## src/rtl/rf_cfg_sequencer.sv

```systemverilog
// rf_cfg_sequencer
//   Table-driven AXI4-Lite master that walks a command table (WRITE, POLL,
//   WAIT, END) and drives the RF data converter's register slave, so that
//   bring-up and reconfiguration need no CPU involvement.
//
// Ports
//   axilite_clk / axilite_rst : clock, asynchronous active-high reset
//   start, abort              : control pulses
//   busy, done, err,
//   err_code, err_idx         : status (err_code 1 = bad resp, 2 = poll timeout,
//                               3 = no END before last index, or aborted)
//   tbl_idx -> tbl_op/addr/data/mask : command table port, 1-cycle read latency
//   m_aw*/m_w*/m_b*/m_ar*/m_r*       : AXI4-Lite master
//
// Every output is a flop; the next value is computed in the single
// combinational process below.
module rf_cfg_sequencer #(
    parameter int ADDR_W     = 18,
    parameter int IDX_W      = 6,
    parameter int POLL_LIMIT = 1024
) (
    input  logic              axilite_clk,
    input  logic              axilite_rst,
    input  logic              start,
    input  logic              abort,
    output logic              busy,
    output logic              done,
    output logic              err,
    output logic [1:0]        err_code,
    output logic [IDX_W-1:0]  err_idx,
    output logic [IDX_W-1:0]  tbl_idx,
    input  logic [1:0]        tbl_op,
    input  logic [ADDR_W-1:0] tbl_addr,
    input  logic [31:0]       tbl_data,
    input  logic [31:0]       tbl_mask,
    output logic [ADDR_W-1:0] m_awaddr,
    output logic              m_awvalid,
    input  logic              m_awready,
    output logic [31:0]       m_wdata,
    output logic [3:0]        m_wstrb,
    output logic              m_wvalid,
    input  logic              m_wready,
    input  logic [1:0]        m_bresp,
    input  logic              m_bvalid,
    output logic              m_bready,
    output logic [ADDR_W-1:0] m_araddr,
    output logic              m_arvalid,
    input  logic              m_arready,
    input  logic [31:0]       m_rdata,
    input  logic [1:0]        m_rresp,
    input  logic              m_rvalid,
    output logic              m_rready
);

    localparam int PC_W = $clog2(POLL_LIMIT + 1);

    typedef enum logic [3:0] {
        S_IDLE, S_FETCH, S_DECODE, S_WR, S_WRESP,
        S_RD, S_RDATA, S_DELAY, S_DONE, S_ERR
    } state_t;

    state_t              state_q, state_d;
    logic [IDX_W-1:0]    tbl_idx_q, tbl_idx_d;
    logic                busy_q, busy_d, done_q, done_d, err_q, err_d;
    logic [1:0]          err_code_q, err_code_d, cause_q, cause_d;
    logic [IDX_W-1:0]    err_idx_q, err_idx_d;
    logic                abort_q, abort_d;
    logic [ADDR_W-1:0]   awaddr_q, awaddr_d, araddr_q, araddr_d;
    logic [31:0]         wdata_q, wdata_d;
    logic [3:0]          wstrb_q, wstrb_d;
    logic                awvalid_q, awvalid_d, wvalid_q, wvalid_d, bready_q, bready_d;
    logic                arvalid_q, arvalid_d, rready_q, rready_d;
    logic [31:0]         data_q, data_d, mask_q, mask_d, dly_q, dly_d;
    logic [PC_W-1:0]     poll_q, poll_d;
    logic                adv, abort_any;

    always_ff @(posedge axilite_clk or posedge axilite_rst) begin
        if (axilite_rst) begin
            state_q    <= S_IDLE;
            tbl_idx_q  <= '0;
            busy_q     <= 1'b0;
            done_q     <= 1'b0;
            err_q      <= 1'b0;
            err_code_q <= '0;
            cause_q    <= '0;
            err_idx_q  <= '0;
            abort_q    <= 1'b0;
            awaddr_q   <= '0;
            araddr_q   <= '0;
            wdata_q    <= '0;
            wstrb_q    <= '0;
            awvalid_q  <= 1'b0;
            wvalid_q   <= 1'b0;
            bready_q   <= 1'b0;
            arvalid_q  <= 1'b0;
            rready_q   <= 1'b0;
            data_q     <= '0;
            mask_q     <= '0;
            dly_q      <= '0;
            poll_q     <= '0;
        end else begin
            state_q    <= state_d;
            tbl_idx_q  <= tbl_idx_d;
            busy_q     <= busy_d;
            done_q     <= done_d;
            err_q      <= err_d;
            err_code_q <= err_code_d;
            cause_q    <= cause_d;
            err_idx_q  <= err_idx_d;
            abort_q    <= abort_d;
            awaddr_q   <= awaddr_d;
            araddr_q   <= araddr_d;
            wdata_q    <= wdata_d;
            wstrb_q    <= wstrb_d;
            awvalid_q  <= awvalid_d;
            wvalid_q   <= wvalid_d;
            bready_q   <= bready_d;
            arvalid_q  <= arvalid_d;
            rready_q   <= rready_d;
            data_q     <= data_d;
            mask_q     <= mask_d;
            dly_q      <= dly_d;
            poll_q     <= poll_d;
        end
    end

    always_comb begin
        state_d    = state_q;
        tbl_idx_d  = tbl_idx_q;
        busy_d     = busy_q;
        done_d     = 1'b0;
        err_d      = err_q;
        err_code_d = err_code_q;
        cause_d    = cause_q;
        err_idx_d  = err_idx_q;
        awaddr_d   = awaddr_q;
        araddr_d   = araddr_q;
        wdata_d    = wdata_q;
        wstrb_d    = wstrb_q;
        awvalid_d  = awvalid_q;
        wvalid_d   = wvalid_q;
        bready_d   = bready_q;
        arvalid_d  = arvalid_q;
        rready_d   = rready_q;
        data_d     = data_q;
        mask_d     = mask_q;
        dly_d      = dly_q;
        poll_d     = poll_q;
        adv        = 1'b0;
        // The live input is OR'ed in so an abort arriving in the same cycle as
        // a decision point is not lost to the one-cycle latch delay.
        abort_any  = abort_q | abort;
        // Abort is only remembered while a sequence runs; in IDLE it is dropped
        // (a coincident start wins).
        abort_d    = (state_q == S_IDLE) ? 1'b0 : abort_any;

        case (state_q)
            S_IDLE: begin
                if (start) begin
                    tbl_idx_d  = '0;
                    err_d      = 1'b0;
                    err_code_d = '0;
                    err_idx_d  = '0;
                    busy_d     = 1'b1;
                    poll_d     = '0;
                    state_d    = S_FETCH;
                end
            end
            S_FETCH: state_d = S_DECODE;
            S_DECODE: begin
                data_d = tbl_data;
                mask_d = tbl_mask;
                case (tbl_op)
                    2'd0: begin
                        awaddr_d  = tbl_addr;
                        wdata_d   = tbl_data;
                        wstrb_d   = 4'hF;
                        awvalid_d = 1'b1;
                        wvalid_d  = 1'b1;
                        state_d   = S_WR;
                    end
                    2'd1: begin
                        araddr_d  = tbl_addr;
                        arvalid_d = 1'b1;
                        state_d   = S_RD;
                    end
                    2'd2: begin
                        dly_d   = tbl_data;
                        state_d = S_DELAY;
                    end
                    default: begin
                        done_d  = 1'b1;
                        state_d = S_DONE;
                    end
                endcase
            end
            S_WR: begin
                if (m_awready) awvalid_d = 1'b0;
                if (m_wready)  wvalid_d  = 1'b0;
                // Leave once each channel is either already accepted or
                // being accepted this cycle.
                if ((!awvalid_q || m_awready) && (!wvalid_q || m_wready)) begin
                    bready_d = 1'b1;
                    state_d  = S_WRESP;
                end
            end
            S_WRESP: begin
                if (m_bvalid) begin
                    bready_d = 1'b0;
                    if (m_bresp != 2'b00) begin
                        cause_d = 2'd1;
                        state_d = S_ERR;
                    end else begin
                        adv = 1'b1;
                    end
                end
            end
            S_RD: begin
                if (m_arready) begin
                    arvalid_d = 1'b0;
                    rready_d  = 1'b1;
                    state_d   = S_RDATA;
                end
            end
            S_RDATA: begin
                if (m_rvalid) begin
                    rready_d = 1'b0;
                    if (m_rresp != 2'b00) begin
                        cause_d = 2'd1;
                        state_d = S_ERR;
                    end else if ((m_rdata & mask_q) == (data_q & mask_q)) begin
                        adv = 1'b1;
                    end else if (poll_q == PC_W'(POLL_LIMIT - 1)) begin
                        cause_d = 2'd2;
                        state_d = S_ERR;
                    end else if (abort_any) begin
                        // Don't keep polling once asked to stop.
                        cause_d = 2'd3;
                        state_d = S_ERR;
                    end else begin
                        poll_d    = poll_q + PC_W'(1);
                        arvalid_d = 1'b1;
                        state_d   = S_RD;
                    end
                end
            end
            S_DELAY: begin
                if (abort_any) begin
                    cause_d = 2'd3;
                    state_d = S_ERR;
                end else if (dly_q == 32'd0) begin
                    adv = 1'b1;
                end else begin
                    dly_d = dly_q - 32'd1;
                end
            end
            S_DONE: begin
                busy_d  = 1'b0;
                state_d = S_IDLE;
            end
            S_ERR: begin
                err_d      = 1'b1;
                err_code_d = cause_q;
                err_idx_d  = tbl_idx_q;
                busy_d     = 1'b0;
                state_d    = S_IDLE;
            end
            default: state_d = S_IDLE;
        endcase

        // Shared advance point: the table never wraps, and a pending abort
        // ends the sequence here.
        if (adv) begin
            if (tbl_idx_q == '1 || abort_any) begin
                cause_d = 2'd3;
                state_d = S_ERR;
            end else begin
                tbl_idx_d = tbl_idx_q + IDX_W'(1);
                poll_d    = '0;
                state_d   = S_FETCH;
            end
        end
    end

    assign busy      = busy_q;
    assign done      = done_q;
    assign err       = err_q;
    assign err_code  = err_code_q;
    assign err_idx   = err_idx_q;
    assign tbl_idx   = tbl_idx_q;
    assign m_awaddr  = awaddr_q;
    assign m_awvalid = awvalid_q;
    assign m_wdata   = wdata_q;
    assign m_wstrb   = wstrb_q;
    assign m_wvalid  = wvalid_q;
    assign m_bready  = bready_q;
    assign m_araddr  = araddr_q;
    assign m_arvalid = arvalid_q;
    assign m_rready  = rready_q;

endmodule
```

## config.mk

```make
export PLATFORM = sky130hd
export DESIGN_NAME = rf_cfg_sequencer
export DESIGN_NICKNAME = d
export VERILOG_FILES = /design/src/rtl/rf_cfg_sequencer.sv
export SDC_FILE = /design/constraint.sdc
export NUM_CORES = 1
export LEC_CHECK = 0
export ABC_AREA = 1
export ABC_CLOCK_PERIOD_IN_PS = 7700
export BUFFER_PORTS_ARGS = -buffer_cell sky130_fd_sc_hd__buf_2
export CAP_MARGIN = 40
export CELL_PAD_IN_SITES_DETAIL_PLACEMENT = 0
export CELL_PAD_IN_SITES_GLOBAL_PLACEMENT = 1
export CORE_ASPECT_RATIO = 0.5
export CORE_MARGIN = 2
export CORE_UTILIZATION = 41
export CTS_BUF_LIST = sky130_fd_sc_hd__clkbuf_4
export DETAILED_ROUTE_END_ITERATION = 6
export PLACE_DENSITY = 0.91
export RECOVER_POWER = 25
export SYNTH_ARGS = -nofsm -noshare
export SYNTH_HDL_FRONTEND = slang
export SYNTH_SLANG_ARGS = --single-unit
```

## constraint.sdc

```tcl
create_clock -name axilite_clk -period 7.7 [get_ports axilite_clk]
set_input_delay 1.54 -clock axilite_clk [delete_from_list [all_inputs] [get_ports axilite_clk]]
set_output_delay 1.54 -clock axilite_clk [all_outputs]
set_load 0.01 [all_outputs]
```

Yosys cells after proc, flatten, opt, wreduce, memory -nomap -nowiden
Cells that the tools add are included.
{ "classes": {"add_sub_neg": 3, "n_mul": 0, "n_div": 0, "n_lt_le_gt_ge": 0, "eq_ne": 38, "shift": 0, "muxes": 80, "n_bitwise": 3, "reduce_logical": 31} }
{ "op_table": {"columns": ["cell", "count"], "rows": [
  ["$mux 32", 3],
  ["$mux 11", 8],
  ["$and 32x32->32", 2],
  ["$pmux 32 s2", 1],
  ["$mux 4", 13],
  ["$eq 32x32->1", 1],
  ["$logic_not 32->1", 1],
  ["$ne 2x2->1 const B", 16],
  ["$pmux 4 s8", 1],
  ["$sub 32x1->32 const B", 1],
  ["$mux 6", 5],
  ["$mux 1", 26],
  ["$pmux 11 s2", 1],
  ["$ne 3x3->1 const B", 7],
  ["$mux 2", 10],
  ["$eq 4x3->1 const B", 4],
  ["$reduce_and 8->1", 2],
  ["$reduce_bool 2->1", 8],
  ["$pmux 1 s2", 6],
  ["$pmux 4 s3", 1],
  ["$pmux 6 s2", 1],
  ["$reduce_and 3->1", 4],
  ["$add 11x1->11 const B", 1],
  ["$eq 11x10->1 const B", 1],
  ["22 further kinds", 31]
]} }
{ "totals": {"regBits": 205, "latch_bits": 0, "ram_bits": 0, "rom_bits": 0, "in_bits": 129, "output_inout_bits": 94, "wordCells": 177, "memories": 0} }

Logic depth before layout (Yosys ltp)
{ "depth": {"word_depth": 9, "ltp_mapped": 14} }

Least setup slack after synthesis
No wires, ideal clock.
{ "synth_path": {"kind": "input -> register", "startpoint": "input port m_rresp[1]", "endpoint": "register tbl_idx_q[0] (netlist: tbl_idx[0])", "t_arrival_ns": 2.679, "setup_slack_ns": 4.897, "path_stages": 11, "cell_sequence": "nor2_1 -> inv_1 -> nor2_1 -> inv_1 -> nor2_4 -> nand3_2 -> nand2_2 -> nand2_4 -> buf_6 -> nand3_1 -> o21ai_2"} }
{ "synth_via": {"elab_chain_cells": 5} }
{ "synth_lines": {"columns": ["item", "line", "source"], "rows": [
  ["from (decl)", "50", "input logic [1:0] m_rresp,"],
  ["$reduce_bool 2->1", "228", "if (m_rresp != 2'b00) begin"],
  ["$mux 1", "228", null],
  ["$mux 1", "226", "if (m_rvalid) begin"],
  ["$pmux 1 s3", "157", "case (state_q)"],
  ["$mux 6", "273", "if (adv) begin"],
  ["via tbl_idx_d[0]", "63", "logic [IDX_W-1:0] tbl_idx_q, tbl_idx_d;"],
  ["to (signal assigned)", "103", "tbl_idx_q <= tbl_idx_d;"],
  ["to (decl)", "63", null]
]} }
The timed path passes the listed nets, and every way through them passes these cells.
A chain may end at the register's enable or synchronous reset.

Worst setup path after layout
{ "layout_path": {"startpoint": "register state_q[2]", "endpoint": "register state_q[3]"} }
{ "layout_via": {"elab_chain_cells": 4, "word_cells_on_any_way": 20} }
{ "layout_lines": {"columns": ["item", "line", "source"], "rows": [
  ["from (decl)", "62", "state_t state_q, state_d;"],
  ["from (signal assigned)", "102", "state_q <= state_d;"],
  ["$eq 4x3->1", "157", null],
  ["$pmux 1 s3", "157", null],
  ["$ne 4x4->1 (no source line) / $ne 3x3->1 (equally long branches)", null, null],
  ["$reduce_and 8->1 (no source line)", null, null]
]} }
Several ways; a longest one is shown, not always the timed one.

==> summary.md <==
| Metric | Value |
|---|---|
| Outcome | `finished, violations left` |
| Failing checks | `max-capacitance violations, max-slew violations` |
| Number of post-CTS setup repair buffers | `0` |
| Number of port buffers | `222` |
| Largest area contributor in the netlist | `dfrtp_1` |
| Syn Nets | `1,459` |
| Worst slew margin | `-60.6%` |
| Power density cells | `343 mW/mm^2` |
| Worst skew pair latency | `0.70 ns` |
| Worst-path maximum fanout | `46` |
| CTS max path bufs | `3` |
| Hold_buf cts | `0` |
| Post-synth top flop | `dfrtp_1` |
| Switching power | `1710 uW` |
| # DRC | `0` |
| Drt total wl | `28,500 um` |
| Clock root buffer | `clkbuf_4` |
| Setup violators final | `0` |
| Clock sink count | `205` |
| CTS tree | `built` |
| Final Max Tran Viols | `98` |
| Slowest cell on crit path | `clkbuf_1` |
| HP Class | `register to register` |
| Sequential element share of the synthesized area | `49.7%` |
| Final period util | `50.1%` |
| DP HPWL | `20,400 um` |
| Resized cells post-CTS | `0` |
| Die Y | `116 um` |
| Vias | `9,472` |
| GPL Wtd Cong | `0.866` |
| Synth Register Bits | `205` |
| Area contributors post-synth | `dfrtp_1, nand2_1, o21ai_0` |
| DIE AREA | `0.0265 mm^2` |
| Leakage | `0.00640 uW` |
| Mapped Avg Cell Area | `7.81 um^2` |
| Global-route wire length before repair | `46,300 um` |
| Pin count of the biggest net entering global routing | `85` |
| FFs w/ async S/R, synth | `100%` |
| Total GRT Usage | `21.6%` |
| Clock skew | `0.0266 ns` |
| Net count, final | `1,695` |
| RSZ-0062 raised after global routing | `no` |
| Cells after Synth | `1,321` |
| Yosys warnings | `0` |
| Initial Util | `42.3%` |
| Max Fclk | `259 MHz` |
| Max VDD drop | `163 uV` |
| WP data arrival | `4.48 ns` |
| Die width | `228 um` |
| CP Cell Sequence | `inv_1 > nand2_1 > nor2_4 > clkbuf_1 > inv_1 > o221ai_1 > o21ai_0 > a21oi_1` |
| Total grt overflow | `0` |
| Layout cells sized above 1 | `23.1%` |
| Core Area | `0.0244 mm^2` |
| Area Overhead vs Synth | `19.4%` |
| Initial DRC count | `607` |
| Flop pwr share | `43.4%` |
| Max-cap violations | `2` |
| Tightest Pin Transition | `2.40 ns` |
| Post-route minimum period | `3.86 ns` |
| Synth Cell Area | `0.0103 mm^2` |
| DR pass1 iterations | `5` |
| Min setup slack post-route | `3.84 ns` |
| Clock transition at the registers of the reported paths | `0.08 ns` |
| Req. time, crit path | `8.32 ns` |
| Total negative setup slack | `0 ns` |
| EDFF count, synth | `0` |
| Switching Fraction | `40.5%` |
| ANT nets after route | `0` |
| H-tree levels | `2` |
| IO Pins | `223` |
| WL/cell | `14.8 um` |
| Critical path's most frequent cell | `inv_1` |
| Distinct cells, synth | `45` |
| Initial antenna violation count | `1` |
| Final Hold Fails | `0` |
| Internal Power | `2510 uW` |
| Setup Slack @ Placement | `4.28 ns` |
| Post-synth top area share | `49.7%` |
| Top post-synthesis cells by count | `nand2_1, dfrtp_1, inv_1` |
| CP Class | `register to register` |
| FP Rows | `40` |
| Clock power share | `20.4%` |
| Most frequent cell after synthesis | `nand2_1` |
| Combinational share of power | `36.1%` |
| Worst Setup End Kind | `register` |
| Max incr delay on CP | `1.38 ns` |
| Vias/cell | `4.91` |
| Fillers | `2,394` |
| Vias in the first global route | `9,303` |
| Crit path launch type | `register` |
| Num CTS Buffers | `49` |
worst paths after layout:
path / from / end / slack (ns) / cells past startpoint
worst max register to register: state_q[2] / state_q[3] / 3.84 / 8
max in group asynchronous: axilite_rst / m_awaddr[2] / 4.25 / 5
min in group asynchronous: axilite_rst / cause_q[0] / 1.50 / 2
worst max-delay path: state_q[2] / state_q[3] / 3.84 / 8
worst min-delay path: mask_q[20] / mask_q[20] / 0.47 / 2
worst min register to register: mask_q[20] / mask_q[20] / 0.47 / 2
worst max-delay path: cells and delay by family (launching register included):
family / cells / cell delay (ns)
buf+inv: 3 / 2.39
simple gates: 2 / 0.30
flops: 1 / 0.38
compound gates: 3 / 0.71
area by class of cell:
type                    count  area [um^2]  area share (%)
diodes                      1         2.50          0.0203
clock buffers              67          503            4.08
clock inverters            18         71.3           0.579
inverters                 174          654            5.31
multi-input cells         895         4310            35.0
flip-flops and latches    205         5130            41.6
well taps                 336          420            3.41
repair buffers            232         1230            9.98
layer usage:
| metal | vias to the layer above | GRT usage (%) | wire (um) | part of all wire (%) |
|---|---|---|---|---|
| li1 | 4706 | - | - | - |
| met5 | - | 0 | 0 | 0 |
| met2 | 223 | 34.9 | 13000 | 46 |
| met4 | 0 | 7.02 | 486 | 1.7 |
| met1 | 4495 | 29.4 | 13400 | 47 |
| met3 | 48 | 4.86 | 1520 | 5.3 |
state kept, by name, summed over array words and instances (netlist names), 2 cells and up:
name	cells
cause_q	2
state_q	4
tbl_idx	6
m_araddr	18
mask_q	32
dly_q	32
m_awaddr	18
err_code	2
err_idx	6
data_q	32
poll_q	11
m_wdata	32
kinds of logic (layout without fill, tap and decap cells):
logic type,after synthesis,in the layout,synth area share (%)
multiplexers,20,20,2.18
adder cells (fa/ha/maj),9,9,1.09
buffers and inverters,221,491,8.61
XOR/XNOR,8,8,0.679
AO/OA/AOI/OAI,225,225,11.8
flip-flops,205,205,49.7
AND/OR/NAND/NOR,633,633,26.0
other,0,1,0
per-stage QoR:
| step | power, uW | instance area, um^2 | util, % | cells | hold slack [ns] |
|---|---|---|---|---|---|
| 3_5_place_dp | 3380 | 11800 | 48.2 | 1842 | 0.460 |
| 5_1_grt | 4600 | 12300 | 50.6 | 1928 | 0.497 |
| 4_1_cts | 4270 | 12300 | 50.6 | 1927 | 0.475 |
| 3_3_place_gp | 3310 | 11700 | 47.9 | 1839 | 0.453 |
| 6_report | 4220 | 12300 | 50.6 | 1928 | 0.474 |
| 2_1_floorplan | 2830 | 10300 | - | 1321 | 0.442 |
power groups by stage:
stage / sequential (uW) / combinational, uW / clock (uW)
2_1_floorplan: 1880 / 949 / 0
3_3_place_gp: 1830 / 1490 / 0
3_5_place_dp: 1840 / 1540 / 0
4_1_cts: 1830 / 1540 / 896
5_1_grt: 1900 / 1750 / 959
6_report: 1830 / 1520 / 863
layout by cell type (no fill, tap or decap), types with 2 or more instances in the layout:
master      n
a21oi_1    34
a22oi_1     3
buf_16      2
buf_2     222
buf_4       6
clkbuf_4   67
clkinv_1   16
dfrtp_1   205
ha_1        9
inv_1     165
inv_2       9
mux2_2     20
nand2_1   412
nand2_2     6
nand2_4     2
nand3_1    83
nand4_1     8
nor2_1     78
nor2_2      8
nor2_4      8
nor3_1     17
nor3_2      2
o211ai_1    7
o21ai_0   146
o21ai_1    19
o21ai_2     6
o221ai_1    2
o311ai_0    2
or2_2       2
xor2_1      7
Power figures use the tool's default switching activity.
